File: src/rtl/fetch_unit_pkg.sv
// Shared definitions for the instruction-fetch front end.
package fetch_unit_pkg;

   localparam int unsigned XLEN       = 32;
   localparam int unsigned INST_BYTES = 4;

   localparam logic [XLEN-1:0] NOP_INST = 32'h0000_0000;

   typedef enum logic [1:0] {
      FETCH_REQ   = 2'd0,
      FETCH_HOLD  = 2'd1,
      FETCH_DRAIN = 2'd2
   } fetch_state_e;

   // Clear the byte offset of a fetch address.
   function automatic logic [XLEN-1:0] word_align(input logic [XLEN-1:0] addr);
      return {addr[XLEN-1:2], 2'b00};
   endfunction

endpackage

File: src/rtl/fetch_unit.sv
// Instruction-fetch front end: owns the PC, runs a req/ack handshake to imem,
// skid-buffers one instruction while decode stalls, and drains on redirect.
module fetch_unit
   import fetch_unit_pkg::*;
#(
   parameter logic [31:0] RESET_PC = 32'h0000_0000
) (
   input  logic            clk_i,
   input  logic            rst_i,
   input  logic            stall_i,
   input  logic            redirect_i,
   input  logic [XLEN-1:0] target_i,
   output logic            imem_req_o,
   output logic [XLEN-1:0] imem_addr_o,
   input  logic            imem_ack_i,
   input  logic [XLEN-1:0] imem_data_i,
   output logic            valid_o,
   output logic [XLEN-1:0] inst_o,
   output logic [XLEN-1:0] pc_o
);

   fetch_state_e    state_q, state_d;
   logic [XLEN-1:0] pc_q, pc_d;
   logic [XLEN-1:0] buf_inst_q, buf_inst_d;
   logic [XLEN-1:0] pend_target_q, pend_target_d;
   logic [XLEN-1:0] pc_inc;
   logic [XLEN-1:0] target_al;

   assign pc_inc      = pc_q + XLEN'(INST_BYTES);
   assign target_al   = word_align(target_i);
   assign imem_addr_o = pc_q;

   // State and datapath registers.
   always_ff @(posedge clk_i) begin
      if (rst_i) begin
         state_q       <= FETCH_REQ;
         pc_q          <= RESET_PC;
         buf_inst_q    <= NOP_INST;
         pend_target_q <= '0;
      end else begin
         state_q       <= state_d;
         pc_q          <= pc_d;
         buf_inst_q    <= buf_inst_d;
         pend_target_q <= pend_target_d;
      end
   end

   // Next-state and combinational outputs consumed directly by IF/ID.
   always_comb begin
      state_d       = state_q;
      pc_d          = pc_q;
      buf_inst_d    = buf_inst_q;
      pend_target_d = pend_target_q;
      imem_req_o    = 1'b0;
      valid_o       = 1'b0;
      inst_o        = NOP_INST;
      pc_o          = '0;

      if (!rst_i) begin
         unique case (state_q)
            FETCH_REQ: begin
               imem_req_o = 1'b1;
               if (imem_ack_i) begin
                  if (redirect_i) begin
                     pc_d = target_al;
                  end else begin
                     valid_o = 1'b1;
                     inst_o  = imem_data_i;
                     pc_o    = pc_inc;
                     if (stall_i) begin
                        buf_inst_d = imem_data_i;
                        state_d    = FETCH_HOLD;
                     end else begin
                        pc_d = pc_inc;
                     end
                  end
               end else if (redirect_i) begin
                  pend_target_d = target_al;
                  state_d       = FETCH_DRAIN;
               end
            end

            FETCH_HOLD: begin
               if (redirect_i) begin
                  pc_d    = target_al;
                  state_d = FETCH_REQ;
               end else begin
                  valid_o = 1'b1;
                  inst_o  = buf_inst_q;
                  pc_o    = pc_inc;
                  if (!stall_i) begin
                     pc_d    = pc_inc;
                     state_d = FETCH_REQ;
                  end
               end
            end

            FETCH_DRAIN: begin
               // Request stays up at the old pc until memory answers.
               imem_req_o = 1'b1;
               if (redirect_i) begin
                  pend_target_d = target_al;
               end
               if (imem_ack_i) begin
                  pc_d    = redirect_i ? target_al : pend_target_q;
                  state_d = FETCH_REQ;
               end
            end

            default: begin
               state_d = FETCH_REQ;
            end
         endcase
      end
   end

endmodule

File: config.mk
export PLATFORM = sky130hd
export DESIGN_NAME = fetch_unit
export DESIGN_NICKNAME = d
export VERILOG_FILES = /design/src/rtl/fetch_unit_pkg.sv /design/src/rtl/fetch_unit.sv
export SDC_FILE = /design/constraint.sdc
export NUM_CORES = 1
export LEC_CHECK = 0
export CORE_MARGIN = 8
export CORE_UTILIZATION = 40
export DETAILED_ROUTE_END_ITERATION = 10
export MAX_ROUTING_LAYER = met4
export PLACE_DENSITY = 0.82
export SLEW_MARGIN = 20
export SYNTH_ARGS = -nofsm -noshare
export SYNTH_HDL_FRONTEND = slang
export SYNTH_SLANG_ARGS = --single-unit
File: constraint.sdc
create_clock -name clk_i -period 4.6 [get_ports clk_i]
set_input_delay 0.92 -clock clk_i [delete_from_list [all_inputs] [get_ports clk_i]]
set_output_delay 0.92 -clock clk_i [all_outputs]
set_load 0.02 [all_outputs]
==> out/results.tsv, run 1 <==
stage	metric	value	unit
global_routing	grt_busiest_layer	met2	
timing	worst_pin_slew	1050	ps
synthesis	avgSynthCellArea	7.13	um^2
worst_setup_path	r2r-end	imem_addr_o[26]$_SDFFE_PP0P_	
final_layout	syn_to_final_growth	36.1	%
placement	port_buffers	164	
final_layout	fill_cells	1305	
synthesis	async_reset_ff_share	0	%
detailed_routing	antenna_left	0	
floorplanning	die_h	134	um
timing	max-slew-margin-rel	29.7	%
synthesis	synth_cell_types	60	
floorplanning	die_area	17800	um^2
worst_setup_path	max_stage_delay	610	ps
worst_setup_path	crit_top_cell	nor2_1	
synthesis	synth-seq-area-share	35.5	%
global_routing	grt_usage	21.0	%
worst_setup_path	end_kind	output pin	
clocking	htreeDepth	3	
worst_setup_path	crit_path_top_delay_cell	clkdlybuf4s50_1	
timing	hold_viol	0	
status	status	finished, final reports clean	
final_layout	final_util	54.9	%
clocking	cts_tree	done	
global_routing	grt_use_met2	30.9	%
timing	finalMaxSlewViolations	0	
worst_setup_path	crit_path_start_kind	flop	
detailed_routing	via_per_inst	5.64	
final_layout	final_cell_mix	183 x nand2_1, 162 x clkdlybuf4s50_1, 98 x dfxtp_1, 88 x a21oi_1, 81 x nor2_1	
synthesis	synth-edff-count	0	
worst_setup_path	cp.required	3680	ps
global_routing	grt_pass1_vias	5525	
worst_setup_path	ff2ff_path_depth	5	
synthesis	synth_cells	776	
final_layout	final_common_cell	nand2_1	
floorplanning	coreArea	13700	um^2
clocking	postCtsSetupBuffers	0	
timing	fin_skew	7.47	ps
worst_setup_path	cp_max_fo	8	
power	pwr_density_cell	268	nW/um^2
placement	place_congestion	0.915	
clocking	clk_pin_slew_worst_paths	70	ps
min_path	min_path_type	reg -> reg	
worst_setup_path	path_delay_family	simple AND/OR/NAND/NOR gates	
timing	fmax	253	MHz
global_routing	grt_overflow	0	
worst_setup_path	rr_startpoint	state_q[0]$_SDFFE_PP0P_	
final_layout	instances_no_fill	1085	
min_path	min_to	pend_target_q[3]$_SDFFE_PP0P_	
timing	fin_crit_sh	85.8	%
worst_setup_path	regToRegSetupSlack	1950	ps
placement	dp.cells	1070	
global_routing	met3_usage	4.78	%
global_routing	grt_max_degree	93	
global_routing	grt_pass1_wl	29700	um
detailed_routing	drt-pass1-iter-count	6	
floorplanning	row_count	43	
detailed_routing	routedWlPerCell	17.4	um
min_path	holdCritStartpoint	pend_target_q[3]$_SDFFE_PP0P_	
min_path	min_delay_path_depth	2	
timing	rsz0062_at_grt	no	
clocking	cts_hold_buf	0	
worst_setup_path	worstPathCellList	ha_1 > nand3_1 > nor2_1 > nand4_1 > xor2_1 > nor2_1 > clkdlybuf4s50_1	
floorplanning	boundaryPins	167	
global_routing	met1_usage	27.0	%
global_routing	antenna_found_initial	0	
detailed_routing	vias	6116	
worst_setup_path	path_buf_inv	1	
clocking	post_cts_resized	0	
power	peakVddDrop	0.162	mV
floorplanning	die_w	134	um
timing	setup_viol	0	
clocking	cts_made_buffers	9	
detailed_routing	first_iter_violations	824	
synthesis	syn-cell-area	5530	um^2
worst_setup_path	crit_type	reg -> out	
timing	setup_tns	0	ps
clocking	clock-sinks	98	
placement	hpwl	13200	um
clocking	worstSkewPairLatency	350	ps
synthesis	ys_seq_elements	98	
synthesis	ys_warn_count	0	
run	maxCapViolCount	0	
final_layout	diodes	0	
synthesis	syn_nets	846	
final_layout	drive_above_1_share	5.19	%
clocking	cts_buffer_depth	2	
final_layout	nNetsFinal	971	
detailed_routing	totalWireLength	18900	um
worst_setup_path	crit_arrival	3030	ps
power	power.leakage	2.49	nW
detailed_routing	drc	0	
synthesis	synth_ff_type	dfxtp_1	
floorplanning	start_util	40.3	%
clocking	root_buffer	clkbuf_16	
timing	post-route-min-period	3950	ps
==> layout make-up <==
| type | instances | area [um^2] | share of cell area (%) |
|---|---|---|---|
| Inverter | 11 | 41.3 | 0.548 |
| Timing Repair Buffer | 178 | 1740 | 23.1 |
| Sequential cell | 98 | 1960 | 26.1 |
| Tap cell | 180 | 225 | 2.99 |
| Clock inverter | 6 | 45.0 | 0.598 |
| Clock buffer | 9 | 225 | 2.99 |
| Multi-Input combinational cell | 603 | 3290 | 43.7 |
==> kinds of logic (layout without fill, tap and decap cells) <==
kind of cell	after synthesis	in the layout	share of synthesized area, %
buffers and inverters	75	204	5.50
multiplexers	3	3	0.566
AND/OR/NAND/NOR	363	363	30.7
adder cells (fa/ha/maj)	1	1	0.226
flip-flops	98	98	35.5
AO/OA/AOI/OAI	208	208	23.1
XOR/XNOR	28	28	4.43
==> Yosys cell counts (6+ instances only) <==
library cell	n	area, um^2
o32ai_1	6	52.6
nand4_1	8	50.1
nand3_1	14	70.1
nor4_1	6	37.5
nand2b_1	10	62.6
dfxtp_1	98	1960
nor3_1	9	45.0
a31oi_1	6	37.5
o21ai_0	40	200
nor2_1	81	304
xor2_1	10	87.6
and3_1	8	50.1
xnor2_1	18	158
buf_2	11	55.1
a21oi_1	88	440
inv_1	11	41.3
clkbuf_1	50	188
a22oi_1	35	263
nand2_1	184	691
nand3b_1	6	45.0
==> how the worst max path moves through the flow <==
stage / start / endpoint / slack, ps / depth (start not counted)
floorplan: rst_i / pc_o[22] / 1300 / 6
global placement: imem_ack_i / inst_o[20] / 740 / 6
detailed placement: imem_ack_i / pc_o[3] / 720 / 6
CTS: imem_addr_o[2]$_SDFFE_PP0P_ / pc_o[30] / 700 / 7
global route: imem_addr_o[2]$_SDFFE_PP0P_ / pc_o[30] / 460 / 7
finish: imem_addr_o[2]$_SDFFE_PP0P_ / pc_o[30] / 650 / 7
==> routing by layer <==
layer  wire [um]  vias up
li1            -     2944
met5           0        -
met1        8150     2866
met4         577        0
met2        8640      260
met3        1500       46
==> worst reg2reg max path: cells and delay by family, from the launching register on <==
family / cells / cell delay (ps)
AO/OA/AOI/OAI: 1 / 110
AND/OR/NAND/NOR: 3 / 1620
flip-flops: 1 / 590
multiplexers: 1 / 260
==> flip-flops by register name, summed over array words and instances, names as in the netlist <==
register and count:
buf_inst_q 32, imem_addr_o 32, pend_target_q 32, state_q 2
==> power breakdown <==
group | internal, mW | switching, mW
clock network | 0.365 | 0.339
logic | 0.168 | 0.216
registers | 0.888 | 0.0449
total | 1.42 | 0.600
==> through the flow <==
step	power [mW]	setup WS [ps]	area, um^2	hold WS [ps]
floorplan	1.15	1300	5530	432
global placement	1.32	744	7260	438
detailed placement	1.33	722	7260	446
CTS	2.03	702	7530	456
global route	2.11	464	7530	469
finish	2.02	651	7530	455
(Power assumes the default switching activity.)
==> run 2: changes to the inputs <==
--- a/config.mk
+++ b/config.mk
@@ -5,7 +5,7 @@
 export SDC_FILE = /design/constraint.sdc
 export NUM_CORES = 1
 export LEC_CHECK = 0
-export CORE_MARGIN = 8
+export CORE_MARGIN = 10
 export CORE_UTILIZATION = 40
 export DETAILED_ROUTE_END_ITERATION = 10
 export MAX_ROUTING_LAYER = met4
==> out/results.tsv, run 2 (synthesis results as in run 1) <==
stage	metric	value	unit	change
clocking	clock-sinks	98		unchanged
floorplanning	die_area	18900	um^2	+6.1%
worst_setup_path	ff2ff_path_depth	5		unchanged
detailed_routing	drc	0		unchanged
timing	worst_pin_slew	1080	ps	+26.0 ps
global_routing	grt_pass1_wl	29900	um	+0.79%
worst_setup_path	path_delay_family	simple AND/OR/NAND/NOR gates		
placement	dp.cells	1066		-0.37%
global_routing	grt_pass1_vias	5456		-1.2%
detailed_routing	first_iter_violations	751		-8.9%
global_routing	grt_usage	20.5	%	-0.57 points
detailed_routing	routedWlPerCell	18.0	um	+3.4%
clocking	postCtsSetupBuffers	0		unchanged
status	status	finished, final reports clean		
detailed_routing	via_per_inst	5.63		about the same
power	p_comb_share	18.4	%	-0.6 points
worst_setup_path	worst-path-stages	6		-1
detailed_routing	vias	6099		-0.28%
power	p_switching	0.595	mW	-0.89%
worst_setup_path	regToRegSetupSlack	1890	ps	-60 ps
timing	max-slew-margin-rel	28.0	%	-1.7 points
worst_setup_path	max_stage_delay	720	ps	+110 ps
power	clockPowerShare	36.8	%	+2.0 points
clocking	cts_hold_buf	0		unchanged
timing	post-route-min-period	3980	ps	+29.2 ps
power	pwr-share-seq	44.8	%	-1.4 points
timing	setup_tns	0	ps	unchanged
timing	hold_viol	0		unchanged
worst_setup_path	end_kind	output pin		
timing	finalMaxSlewViolations	0		unchanged
worst_setup_path	crit_path_start_kind	flop		
clocking	cts_buffer_depth	2		unchanged
worst_setup_path	cp_max_fo	8		unchanged
timing	rsz0062_at_grt	no		
global_routing	grt_max_degree	95		+2.2%
final_layout	final_util	56.4	%	+1.5 points
placement	hpwl	13700	um	+3.9%
detailed_routing	drt-pass1-iter-count	6		unchanged
global_routing	antenna_found_initial	1		+1
placement	place_congestion	0.901		-1.5%
clocking	cts_tree	done		
worst_setup_path	crit_type	reg -> out		
final_layout	nNetsFinal	971		unchanged
worst_setup_path	r2r-end	imem_addr_o[27]$_SDFFE_PP0P_		
detailed_routing	antenna_left	0		unchanged
timing	fin_crit_sh	86.5	%	+0.63 points
floorplanning	die_h	138	um	+3.0%
worst_setup_path	worstPathCellList	ha_1 > nand3_1 > or4_2 > xor2_1 > nor2_1 > clkdlybuf4s50_1		
clocking	root_buffer	clkbuf_16		
timing	fmax	251	MHz	-0.73%
final_layout	fill_cells	1301		-0.31%
timing	setup_viol	0		unchanged
floorplanning	row_count	42		-2.3%
final_layout	instances_no_fill	1083		-0.18%
final_layout	final_cell_mix	183 x nand2_1, 162 x clkdlybuf4s50_1, 98 x dfxtp_1, 88 x a21oi_1, 81 x nor2_1		
final_layout	drive_above_1_share	5.19	%	-0.0057 points
clocking	htreeDepth	3		unchanged
worst_setup_path	crit_arrival	3060	ps	+30 ps
placement	pre_cts_slack	688	ps	-33.9 ps
worst_setup_path	cp.required	3680	ps	about the same
power	power.leakage	2.52	nW	+1.0%
final_layout	ff_latch_area	1960	um^2	unchanged
floorplanning	die_w	138	um	+3.0%
worst_setup_path	crit_start	imem_addr_o[2]$_SDFFE_PP0P_		
placement	port_buffers	164		unchanged
clocking	post_cts_resized	0		unchanged
clocking	worstSkewPairLatency	350	ps	about the same
clocking	clk_pin_slew_worst_paths	70	ps	about the same
worst_setup_path	crit_path_top_delay_cell	or4_2		
worst_setup_path	rr_startpoint	state_q[0]$_SDFFE_PP0P_		
floorplanning	boundaryPins	167		unchanged
min_path	min_path_type	reg -> reg		
power	swShare	28.5	%	-1.2 points
timing	worst_slack	622	ps	-29.2 ps
power	internal-power	1.49	mW	+5.0%
timing	fin_skew	8.33	ps	+0.857 ps
run	maxCapViolCount	0		unchanged
detailed_routing	totalWireLength	19500	um	+3.2%
power	peakVddDrop	0.169	mV	+4.3%
power	pwr_density_cell	276	nW/um^2	+2.9%
final_layout	syn_to_final_growth	36.6	%	
final_layout	multiInputGateArea	3290	um^2	unchanged
floorplanning	start_util	41.3	%	+0.96 points
worst_setup_path	path_buf_inv	1		unchanged
global_routing	grt_overflow	0		unchanged
final_layout	final_common_cell	nand2_1		
floorplanning	coreArea	13400	um^2	-2.3%
clocking	cts_made_buffers	9		unchanged
worst_setup_path	crit_path_end	pc_o[14]		
==> run 2: per-layer routing <==
metal  vias to the layer above  wire length (um)  track usage, %  part of all wire, %
li1                       2948                 -               -                    -
met4                         0               439            8.20                  2.3
met3                        36              1470            3.57                  7.6
met1                      2863              8450            27.2                   43
met2                       252              9120            30.1                   47
met5                         -                 0               -                    0
==> run 2: power groups by stage <==
stage | Clock, mW | Sequential [mW] | Combinational, mW
final | 0.768 | 0.934 | 0.384
after global routing | 0.810 | 0.940 | 0.414
after CTS | 0.775 | 0.933 | 0.381
after detailed placement | 0 | 0.952 | 0.379
after global placement | 0 | 0.950 | 0.374
after floorplan | 0 | 0.957 | 0.190
==> run 2: tightest hold or removal path, stage by stage (launching register included) <==
cell and delay, ps:
dfxtp_1 310, nand2_1 50, a21oi_1 50
==> run 2: worst min path at each step <==
stage	startpoint	to	slack, ps	depth (start not counted)
finish	pend_target_q[28]$_SDFFE_PP0P_	pend_target_q[28]$_SDFFE_PP0P_	450	2
global route	pend_target_q[16]$_SDFFE_PP0P_	pend_target_q[16]$_SDFFE_PP0P_	480	2
CTS	pend_target_q[12]$_SDFFE_PP0P_	pend_target_q[12]$_SDFFE_PP0P_	460	2
detailed placement	pend_target_q[12]$_SDFFE_PP0P_	pend_target_q[12]$_SDFFE_PP0P_	450	2
global placement	pend_target_q[25]$_SDFFE_PP0P_	pend_target_q[25]$_SDFFE_PP0P_	440	2
floorplan	pend_target_q[25]$_SDFFE_PP0P_	pend_target_q[25]$_SDFFE_PP0P_	430	2
==> run 2: final cells by class <==
class	count	area share, %
timing repair buffer	178	23.0
clock inverter	5	0.712
multi-input combinational	603	43.6
antenna	1	0.0331
sequential	98	26.0
clock buffer	11	3.21
tap	176	2.92
inverter	11	0.547
==> run 2: metrics by stage <==
| stage | power [mW] | hold WS [ps] | cell area, um^2 |
|---|---|---|---|
| floorplan | 1.15 | 432 | 5530 |
| detailed placement | 1.33 | 447 | 7250 |
| CTS | 2.09 | 456 | 7550 |
| global route | 2.16 | 475 | 7550 |
| finish | 2.09 | 454 | 7550 |
| global placement | 1.32 | 437 | 7250 |
